`src/rtl/amber128_uart_tx.sv`:
```
`default_nettype none
// ============================================================================
//  Module      : amber128_uart_tx
//  Description : 8N1 UART transmitter fed by the MMIO UART store strobe.
//                Bytes are buffered in a small FIFO and serialised LSB first
//                on tx_o. Ready keeps one slot spare for a byte that the
//                upstream stage has already committed.
//  Revision    : 1.0 - initial release
// ============================================================================
module amber128_uart_tx #(
    parameter int CLK_HZ     = 50000000,
    parameter int BAUD       = 115200,
    parameter int FIFO_DEPTH = 4
) (
    input  logic                             clk_i,
    input  logic                             rst_ni,
    input  logic                             tx_valid_i,
    input  logic [7:0]                       tx_data_i,
    output logic                             tx_ready_o,
    output logic                             tx_o,
    output logic                             busy_o,
    output logic [$clog2(FIFO_DEPTH+1)-1:0]  fifo_level_o,
    output logic                             overflow_o
);

    localparam int c_CLKS_PER_BIT = CLK_HZ / BAUD;
    localparam int c_LVL_W        = $clog2(FIFO_DEPTH + 1);
    localparam int c_PTR_W        = $clog2(FIFO_DEPTH);
    localparam int c_CNT_W        = (c_CLKS_PER_BIT < 2) ? 1 : $clog2(c_CLKS_PER_BIT);

    localparam logic [c_LVL_W-1:0] c_DEPTH_L   = c_LVL_W'(FIFO_DEPTH);
    localparam logic [c_LVL_W-1:0] c_READY_MAX = c_LVL_W'(FIFO_DEPTH - 2);
    localparam logic [c_CNT_W-1:0] c_CNT_END   = c_CNT_W'(c_CLKS_PER_BIT - 1);

    // Reject configurations the bit timing or pointer wrap cannot support
    generate
        if (c_CLKS_PER_BIT < 2) begin : g_bad_baud
            $error("amber128_uart_tx: CLK_HZ/BAUD must be at least 2");
        end
        if ((FIFO_DEPTH < 2) || ((FIFO_DEPTH & (FIFO_DEPTH - 1)) != 0)) begin : g_bad_depth
            $error("amber128_uart_tx: FIFO_DEPTH must be a power of two, minimum 2");
        end
    endgenerate

    typedef enum logic [1:0] {
        S_IDLE  = 2'd0,
        S_START = 2'd1,
        S_DATA  = 2'd2,
        S_STOP  = 2'd3
    } state_t;

    // FIFO storage and bookkeeping
    logic [7:0]          r_mem [FIFO_DEPTH];
    logic [c_PTR_W-1:0]  r_wr_ptr;
    logic [c_PTR_W-1:0]  r_rd_ptr;
    logic [c_LVL_W-1:0]  r_level;
    logic [c_LVL_W-1:0]  w_level_nxt;
    logic                r_overflow;

    // Serialiser state
    state_t              r_state;
    state_t              w_state_nxt;
    logic [c_CNT_W-1:0]  r_cnt;
    logic [c_CNT_W-1:0]  w_cnt_nxt;
    logic [2:0]          r_bit_idx;
    logic [2:0]          w_bit_idx_nxt;
    logic [7:0]          r_shift;
    logic [7:0]          w_shift_nxt;
    logic                r_tx;
    logic                w_tx_nxt;

    logic                w_push;
    logic                w_pop;
    logic                w_drop;
    logic                w_fifo_nempty;
    logic                w_cnt_end;
    logic [7:0]          w_head;

    // A full FIFO drops the byte even if a pop frees a slot this cycle
    assign w_push        = tx_valid_i && (r_level != c_DEPTH_L);
    assign w_drop        = tx_valid_i && (r_level == c_DEPTH_L);
    assign w_fifo_nempty = (r_level != '0);
    assign w_cnt_end     = (r_cnt == c_CNT_END);
    assign w_head        = r_mem[r_rd_ptr];

    assign tx_ready_o   = (r_level <= c_READY_MAX);
    assign tx_o         = r_tx;
    assign busy_o       = (r_state != S_IDLE) || w_fifo_nempty;
    assign fifo_level_o = r_level;
    assign overflow_o   = r_overflow;

    // Byte storage; only read when the level says the slot is valid
    always_ff @(posedge clk_i) begin
        if (w_push) begin
            r_mem[r_wr_ptr] <= tx_data_i;
        end
    end

    // Occupancy tracks push/pop directly so full and empty never alias
    always_comb begin
        w_level_nxt = r_level;
        if (w_push && !w_pop) begin
            w_level_nxt = r_level + c_LVL_W'(1);
        end else if (!w_push && w_pop) begin
            w_level_nxt = r_level - c_LVL_W'(1);
        end
    end

    // FIFO pointers, level and sticky overflow flag
    always_ff @(posedge clk_i or negedge rst_ni) begin
        if (!rst_ni) begin
            r_wr_ptr   <= '0;
            r_rd_ptr   <= '0;
            r_level    <= '0;
            r_overflow <= 1'b0;
        end else begin
            if (w_push) begin
                r_wr_ptr <= r_wr_ptr + c_PTR_W'(1);
            end
            if (w_pop) begin
                r_rd_ptr <= r_rd_ptr + c_PTR_W'(1);
            end
            r_level <= w_level_nxt;
            if (w_drop) begin
                r_overflow <= 1'b1;
            end
        end
    end

    // Serialiser registers; tx_o idles high and snaps high on reset
    always_ff @(posedge clk_i or negedge rst_ni) begin
        if (!rst_ni) begin
            r_state   <= S_IDLE;
            r_cnt     <= '0;
            r_bit_idx <= '0;
            r_shift   <= '0;
            r_tx      <= 1'b1;
        end else begin
            r_state   <= w_state_nxt;
            r_cnt     <= w_cnt_nxt;
            r_bit_idx <= w_bit_idx_nxt;
            r_shift   <= w_shift_nxt;
            r_tx      <= w_tx_nxt;
        end
    end

    // Frame sequencing: start bit, 8 data bits LSB first, stop bit
    always_comb begin
        w_state_nxt   = r_state;
        w_cnt_nxt     = r_cnt;
        w_bit_idx_nxt = r_bit_idx;
        w_shift_nxt   = r_shift;
        w_tx_nxt      = r_tx;
        w_pop         = 1'b0;
        case (r_state)
            S_IDLE: begin
                w_cnt_nxt     = '0;
                w_bit_idx_nxt = '0;
                w_tx_nxt      = 1'b1;
                if (w_fifo_nempty) begin
                    w_pop       = 1'b1;
                    w_shift_nxt = w_head;
                    w_state_nxt = S_START;
                    w_tx_nxt    = 1'b0;
                end
            end
            S_START: begin
                if (w_cnt_end) begin
                    w_cnt_nxt     = '0;
                    w_bit_idx_nxt = '0;
                    w_state_nxt   = S_DATA;
                    w_tx_nxt      = r_shift[0];
                end else begin
                    w_cnt_nxt = r_cnt + c_CNT_W'(1);
                end
            end
            S_DATA: begin
                if (w_cnt_end) begin
                    w_cnt_nxt = '0;
                    if (r_bit_idx == 3'd7) begin
                        w_state_nxt = S_STOP;
                        w_tx_nxt    = 1'b1;
                    end else begin
                        w_shift_nxt   = {1'b0, r_shift[7:1]};
                        w_bit_idx_nxt = r_bit_idx + 3'd1;
                        w_tx_nxt      = r_shift[1];
                    end
                end else begin
                    w_cnt_nxt = r_cnt + c_CNT_W'(1);
                end
            end
            S_STOP: begin
                if (w_cnt_end) begin
                    w_cnt_nxt = '0;
                    if (w_fifo_nempty) begin
                        // Chain straight into the next frame with no idle gap
                        w_pop       = 1'b1;
                        w_shift_nxt = w_head;
                        w_state_nxt = S_START;
                        w_tx_nxt    = 1'b0;
                    end else begin
                        w_state_nxt = S_IDLE;
                        w_tx_nxt    = 1'b1;
                    end
                end else begin
                    w_cnt_nxt = r_cnt + c_CNT_W'(1);
                end
            end
            default: begin
                w_state_nxt = S_IDLE;
                w_tx_nxt    = 1'b1;
            end
        endcase
    end

endmodule
`default_nettype wire

```
`config.mk`:
```
export PLATFORM = sky130hd
export DESIGN_NAME = amber128_uart_tx
export DESIGN_NICKNAME = d
export VERILOG_FILES = /design/src/rtl/amber128_uart_tx.sv
export SDC_FILE = /design/constraint.sdc
export NUM_CORES = 1
export LEC_CHECK = 0
export CORE_ASPECT_RATIO = 1.25
export CORE_MARGIN = 2
export CORE_UTILIZATION = 35
export DETAILED_ROUTE_END_ITERATION = 8
export PLACE_DENSITY_LB_ADDON = 0.3
export SYNTH_ARGS = -nofsm -noshare
export SYNTH_HDL_FRONTEND = slang
export SYNTH_SLANG_ARGS = --single-unit
```
`constraint.sdc`:
```
create_clock -name clk_i -period 4 [get_ports clk_i]
set_input_delay 0.4 -clock clk_i [delete_from_list [all_inputs] [get_ports clk_i]]
set_output_delay 0.4 -clock clk_i [all_outputs]
set_load 0.01 [all_outputs]
```
==> summary.txt, run 1 <==
Setup path
  – Crit start category: flip-flop
  – Worst R2R Start: r_cnt[0]
  – Crit path DAT: 2.69 ns
  – Max Fanout on Critical Path: 5
  – FF-to-FF setup slack: 1.58 ns
  – FF-to-FF End: fifo_level_o[2]
  – Reg2Reg Depth: 10
  – Worst setup path class: reg2reg
  – CP endpoint kind: flip-flop
  – Crit path from: r_cnt[0]
  – Worst Setup EP: fifo_level_o[2]
  – Required @ worst endpoint: 4.27 ns

Power
  – Total chip power: 2.52 mW
  – IR Drop Worst-Case VDD: 0.000270 V
  – Int Pwr: 1.63 mW
  – Clock group share of total power: 0.193
  – Static Leakage: 1.30 nW
  – Reg power frac: 0.414
  – Combinational power share: 0.393
  – Sw Ratio: 0.356
  – P per Cell Area: 745 nW/um^2
  – Switching power: 897 uW

Clock tree
  – Setup Buffers After CTS: 0
  – CTS Hold Buffers Added: 0
  – Worst-skew pair later-pin latency: 0.34 ns
  – Clk sinks: 63
  – Post-CTS Resized: 0
  – TritonCTS clock tree: done
  – Max Buffers Root-to-Sink: 2
  – Clock Pin Slew Worst Setup and Hold Paths: 0.07 ns
  – CTS Buf Count: 9
  – Clock Tree Root: clkbuf_8
  – H-tree depth: 3

Die
  – FP Rows: 37
  – Core box area: 8190 um^2
  – I/O pin count: 18
  – Initial Utilization: 0.360
  – Chip height: 107 um
  – Die area: 9180 um^2
  – Die width: 86.1 um

Synth
  – Syn Nets: 251
  – Mapped Cells: 224
  – Yosys warning count: 0
  – Seq/Total Area, Yosys: 0.589
  – Share of the synthesized area in the top cell type: 0.326
  – Post-synth EDFFs: 32
  – Flop and latch count out of synthesis: 63
  – Syn Area/Cell: 13.2 um^2
  – Largest area contributor in the netlist: edfxtp_1
  – Top_reg_cell synth: edfxtp_1
  – Commonest cells post-synth: edfxtp_1, dfrtp_1, nor2_1
  – Yosys cell types: 41
  – Async SR Flop Fraction: 0.492
  – Top post-synthesis cells by area: edfxtp_1, dfrtp_1, ha_1, mux2_2, mux2_4
  – Post-Syn Area: 2950 um^2
  – Top-count cell post-synth: edfxtp_1

Detailed routing
  – Drt initial violations: 123
  – First-pass DRT Iterations: 4
  – Routed vias/inst: 5.00
  – Routed length per instance: 14.6 um
  – Residual DRC count: 0
  – Routed Wire Length: 5.05 mm
  – Routed Antenna Nets: 0
  – Via count: 1734

Global routing
  – Antenna violations before repair: 0
  – Largest net degree at the start of global routing: 32
  – Global route overflow: 0
  – Global Route Usage Sum: 0.128
  – First-pass GRT wire length: 8.86 mm
  – Vias in the first global route: 1781

STA
  – Max Slew Vio Count: 0
  – Min Tclk post-route: 2.42 ns
  – Fin. Hold Viols: 0
  – Period utilisation layout: 0.605
  – Worst relative slew slack: 0.490
  – RSZ-0062 raised after global routing: no
  – Slack of the critical path: 1.58 ns
  – Worst slew pin tran: 0.765 ns
  – Clock Skews: 0.00698 ns
  – F_max: 0.413 GHz
  – Final setup violating endpoints: 0
  – Setup TNS: 0 ns

Final layout
  – Ant. Diodes: 0
  – Finished Core Util: 0.413
  – Layout cell share with drive strength beyond 1: 0.160
  – Area grow syn2layout: 14.8%
  – Fin nets: 272

Placed design
  – GPL Wtd Cong: 0.763
  – # port buffers: 17
  – Detailed placement HPWL: 3.46 mm
  – Setup WS pre-CTS: 1.46 ns

Outcome
  – Status: completed

Flow run
  – Max_cap viols: 0

Hold path
  – Hold Crit Class: in2async
==> routing by layer <==
layer | part of all wire | global-route usage
met5 | 0 | 0
met4 | 0.019 | 0.0544
met3 | 0.034 | 0.0400
met2 | 0.50 | 0.197
met1 | 0.44 | 0.168
==> final cells by class <==
type	count	area [um^2]
sequential	63	1740
fill	759	4810
tap	97	121
clock inverter	7	50.0
clock buffer	9	124
multi-input combinational	141	1130
timing repair buffer	18	178
inverter	12	45.0
==> metrics by stage <==
step	area [um^2]	std cells	hold slack [ns]
finish	3390	347	0.457
global route	3390	347	0.495
CTS	3390	347	0.465
detailed placement	3210	331	0.466
global placement	3210	331	0.451
floorplan	2950	224	0.104
==> registers in the layout, summed over array words and instances, names as in the netlist, 2 cells and up <==
| register | count |
|---|---|
| r_bit_idx | 3 |
| r_mem | 32 |
| r_cnt | 9 |
| r_wr_ptr | 2 |
| fifo_level_o | 3 |
| r_shift | 8 |
| r_rd_ptr | 2 |
| r_state | 2 |
==> worst min-delay path by stage <==
stage	end	cells after the start
after floorplan	fifo_level_o[0]	0
after CTS	r_rd_ptr[0]	2
after global placement	overflow_o	1
final	r_bit_idx[0]	2
after global routing	r_bit_idx[0]	2
after detailed placement	overflow_o	1
==> cells in the final DEF, fill, tap and decap left out, types with 4 or more instances in the layout <==
| cell | instances |
|---|---|
| ha_1 | 15 |
| and2_1 | 4 |
| dfrtp_1 | 30 |
| nor2_1 | 22 |
| clkdlybuf4s50_1 | 17 |
| clkbuf_8 | 9 |
| nor2b_1 | 8 |
| o21ai_0 | 4 |
| nor3_1 | 4 |
| a211oi_1 | 7 |
| edfxtp_1 | 32 |
| xnor2_1 | 10 |
| mux2_2 | 11 |
| o22ai_1 | 7 |
| mux2_4 | 7 |
| nand2_1 | 5 |
| mux2i_1 | 4 |
| inv_1 | 12 |
| a21oi_1 | 4 |
==> cell families (layout without fill, tap and decap cells) <==
| family | Yosys count | after routing | share of synthesized area |
|---|---|---|---|
| flip-flops | 63 | 63 | 0.589 |
| AND/OR/NAND/NOR | 55 | 55 | 0.0946 |
| AO/OA/AOI/OAI | 34 | 34 | 0.0806 |
| multiplexers | 23 | 23 | 0.0988 |
| buffers and inverters | 20 | 46 | 0.0280 |
| adder cells (fa/ha/maj) | 16 | 16 | 0.0704 |
| XOR/XNOR | 13 | 13 | 0.0386 |
==> power groups by stage <==
stage	Combinational (mW)	Clock, mW	Sequential, mW
detailed placement	1.01	0	1.06
global placement	0.987	0	1.05
CTS	1.01	0.502	1.05
floorplan	0.806	0	1.01
global route	1.13	0.531	1.08
finish	0.992	0.487	1.05
==> critical path, cell delays in order, from the launching register on <==
cell      delay [ns]
dfrtp_1         0.41
ha_1            0.21
nand4b_1        0.20
nor3_1          0.09
o21ai_0         0.33
ha_1            0.26
inv_1           0.06
fa_1            0.38
xor2_1          0.15
nor2_1          0.11
xor2_1          0.15
Power figures use the tool's default switching activity.
==> run 2: changes to the inputs <==
==> constraint.sdc (replaced) <==
create_clock -name clk_i -period 2.3 [get_ports clk_i]
set_input_delay 0.23 -clock clk_i [delete_from_list [all_inputs] [get_ports clk_i]]
set_output_delay 0.23 -clock clk_i [all_outputs]
set_load 0.01 [all_outputs]
==> summary.txt, run 2 (synthesized netlist as in run 1, its figures left out) <==
STA
  – Final setup violating endpoints: 0
  – Min Tclk post-route: 2.15 ns
  – Clock Skews: 0.00990 ns
  – Period utilisation layout: 0.935
  – RSZ-0062 raised after global routing: yes
  – Fin. Hold Viols: 0
  – F_max: 0.465 GHz
  – Max Slew Vio Count: 0
  – Worst relative slew slack: 0.496
  – Worst slew pin tran: 0.756 ns

Global routing
  – First-pass GRT wire length: 8.67 mm
  – Global Route Usage Sum: 0.125
  – Largest net degree at the start of global routing: 32
  – Vias in the first global route: 1797
  – Global route overflow: 0
  – Antenna violations before repair: 0

Clock tree
  – Post-CTS Resized: 0
  – Clock Pin Slew Worst Setup and Hold Paths: 0.07 ns
  – Clock Tree Root: clkbuf_8
  – TritonCTS clock tree: done
  – Setup Buffers After CTS: 0
  – Max Buffers Root-to-Sink: 2
  – Worst-skew pair later-pin latency: 0.33 ns
  – CTS Buf Count: 9
  – Clk sinks: 63
  – H-tree depth: 3
  – CTS Hold Buffers Added: 0

Detailed routing
  – Routed Antenna Nets: 0
  – Residual DRC count: 0
  – First-pass DRT Iterations: 6
  – Via count: 1764
  – Drt initial violations: 65
  – Routed vias/inst: 4.91
  – Routed Wire Length: 5.11 mm
  – Routed length per instance: 14.2 um

Setup path
  – Required @ worst endpoint: 2.52 ns
  – Crit start category: flip-flop
  – Worst R2R Start: r_state[0]
  – CP endpoint kind: flip-flop
  – FF-to-FF setup slack: 0.15 ns
  – Worst Setup EP: fifo_level_o[1]
  – Crit path DAT: 2.37 ns
  – Crit path from: r_state[0]
  – FF-to-FF End: fifo_level_o[1]
  – Reg2Reg Depth: 8
  – Max Fanout on Critical Path: 5
  – Worst setup path class: reg2reg

Power
  – P per Cell Area: 1300 nW/um^2
  – Total chip power: 4.51 mW
  – Static Leakage: 1.35 nW
  – IR Drop Worst-Case VDD: 0.000562 V

Placed design
  – Detailed placement HPWL: 3.58 mm
  – # port buffers: 17
  – Area of placed instances: 3300 um^2
  – GPL Wtd Cong: 0.819

Final layout
  – Max FFs per register: 32
  – Biggest regs: r_mem (32), r_cnt (9), r_shift (8)
  – Ant. Diodes: 0
  – Most common cell after layout, fill and taps aside: edfxtp_1
  – Design Area, Final: 3470 um^2
  – Area grow syn2layout: 17.6%
  – Biggest register: r_mem
  – Fin nets: 284
  – Layout cell share with drive strength beyond 1: 0.195
  – Most frequent cells in the layout: edfxtp_1, dfrtp_1, nor2_1

Die
  – Initial Utilization: 0.360
  – I/O pin count: 18
  – Die width: 86.1 um
  – FP Rows: 37
  – Chip height: 107 um
  – Die area: 9180 um^2
  – Core box area: 8190 um^2

Outcome
  – Status: completed

Hold path
  – Hold Crit Class: in2async

Flow run
  – Max_cap viols: 0
run 2: worst min-delay path by stage:
stage	startpoint	endpoint	slack (ns)	cells after the start
floorplan	rst_ni	fifo_level_o[0]	-0.07	0
global placement	overflow_o	overflow_o	0.46	1
detailed placement	overflow_o	overflow_o	0.46	1
CTS	rst_ni	r_bit_idx[2]	0.31	2
global route	rst_ni	r_bit_idx[2]	0.32	2
finish	rst_ni	r_bit_idx[2]	0.29	2
run 2: report_power, final:
part	internal [mW]	switching [mW]
Sequential	1.54	0.233
Clock	0.380	0.404
Combinational	1.03	0.915
run 2: worst max-delay path, cell delays in order (launching register included):
cell and delay [ns]:
dfrtp_1 0.42, inv_1 0.08, ha_1 0.32, nor2_1 0.19, o21ai_2 0.10, ha_1 0.21, inv_1 0.07, fa_1 0.40
mux2_2 0.26
run 2: cell type report:
cell class,instances,area [um^2]
tap,97,121
multi-input combinational,141,1140
timing repair buffer,30,268
sequential,63,1740
clock buffer,11,131
clock inverter,5,25.0
inverter,12,45.0
fill,768,4730
run 2: per-stage QoR:
stage	util	setup TNS [ns]	hold slack, ns	setup WS [ns]	cells
final	0.423	0	0.294	0.149	359
after global routing	0.423	-0.000915	0.319	-0.000915	359
after CTS	0.422	0	0.312	0.0364	359
after detailed placement	0.403	0	0.461	0.0431	343
after global placement	0.403	0	0.457	0.106	343
after floorplan	-	0	-0.0656	0.139	224
run 2: per-layer routing:
layer	up-vias	global-route usage	wire length, um
met1	857	0.158	2320
met5	-	0	0
met3	9	0.0346	162
met2	28	0.193	2500
met4	0	0.0646	123
li1	870	-	-
==> run 3: changes to the inputs <==
--- a/config.mk
+++ b/config.mk
@@ -10,6 +10,7 @@
 export CORE_UTILIZATION = 35
 export DETAILED_ROUTE_END_ITERATION = 8
 export PLACE_DENSITY_LB_ADDON = 0.3
+export SLEW_MARGIN = 20
 export SYNTH_ARGS = -nofsm -noshare
 export SYNTH_HDL_FRONTEND = slang
 export SYNTH_SLANG_ARGS = --single-unit
==> results of run 3 <==
Final layout, timing and power as in run 2 (identical DEF).
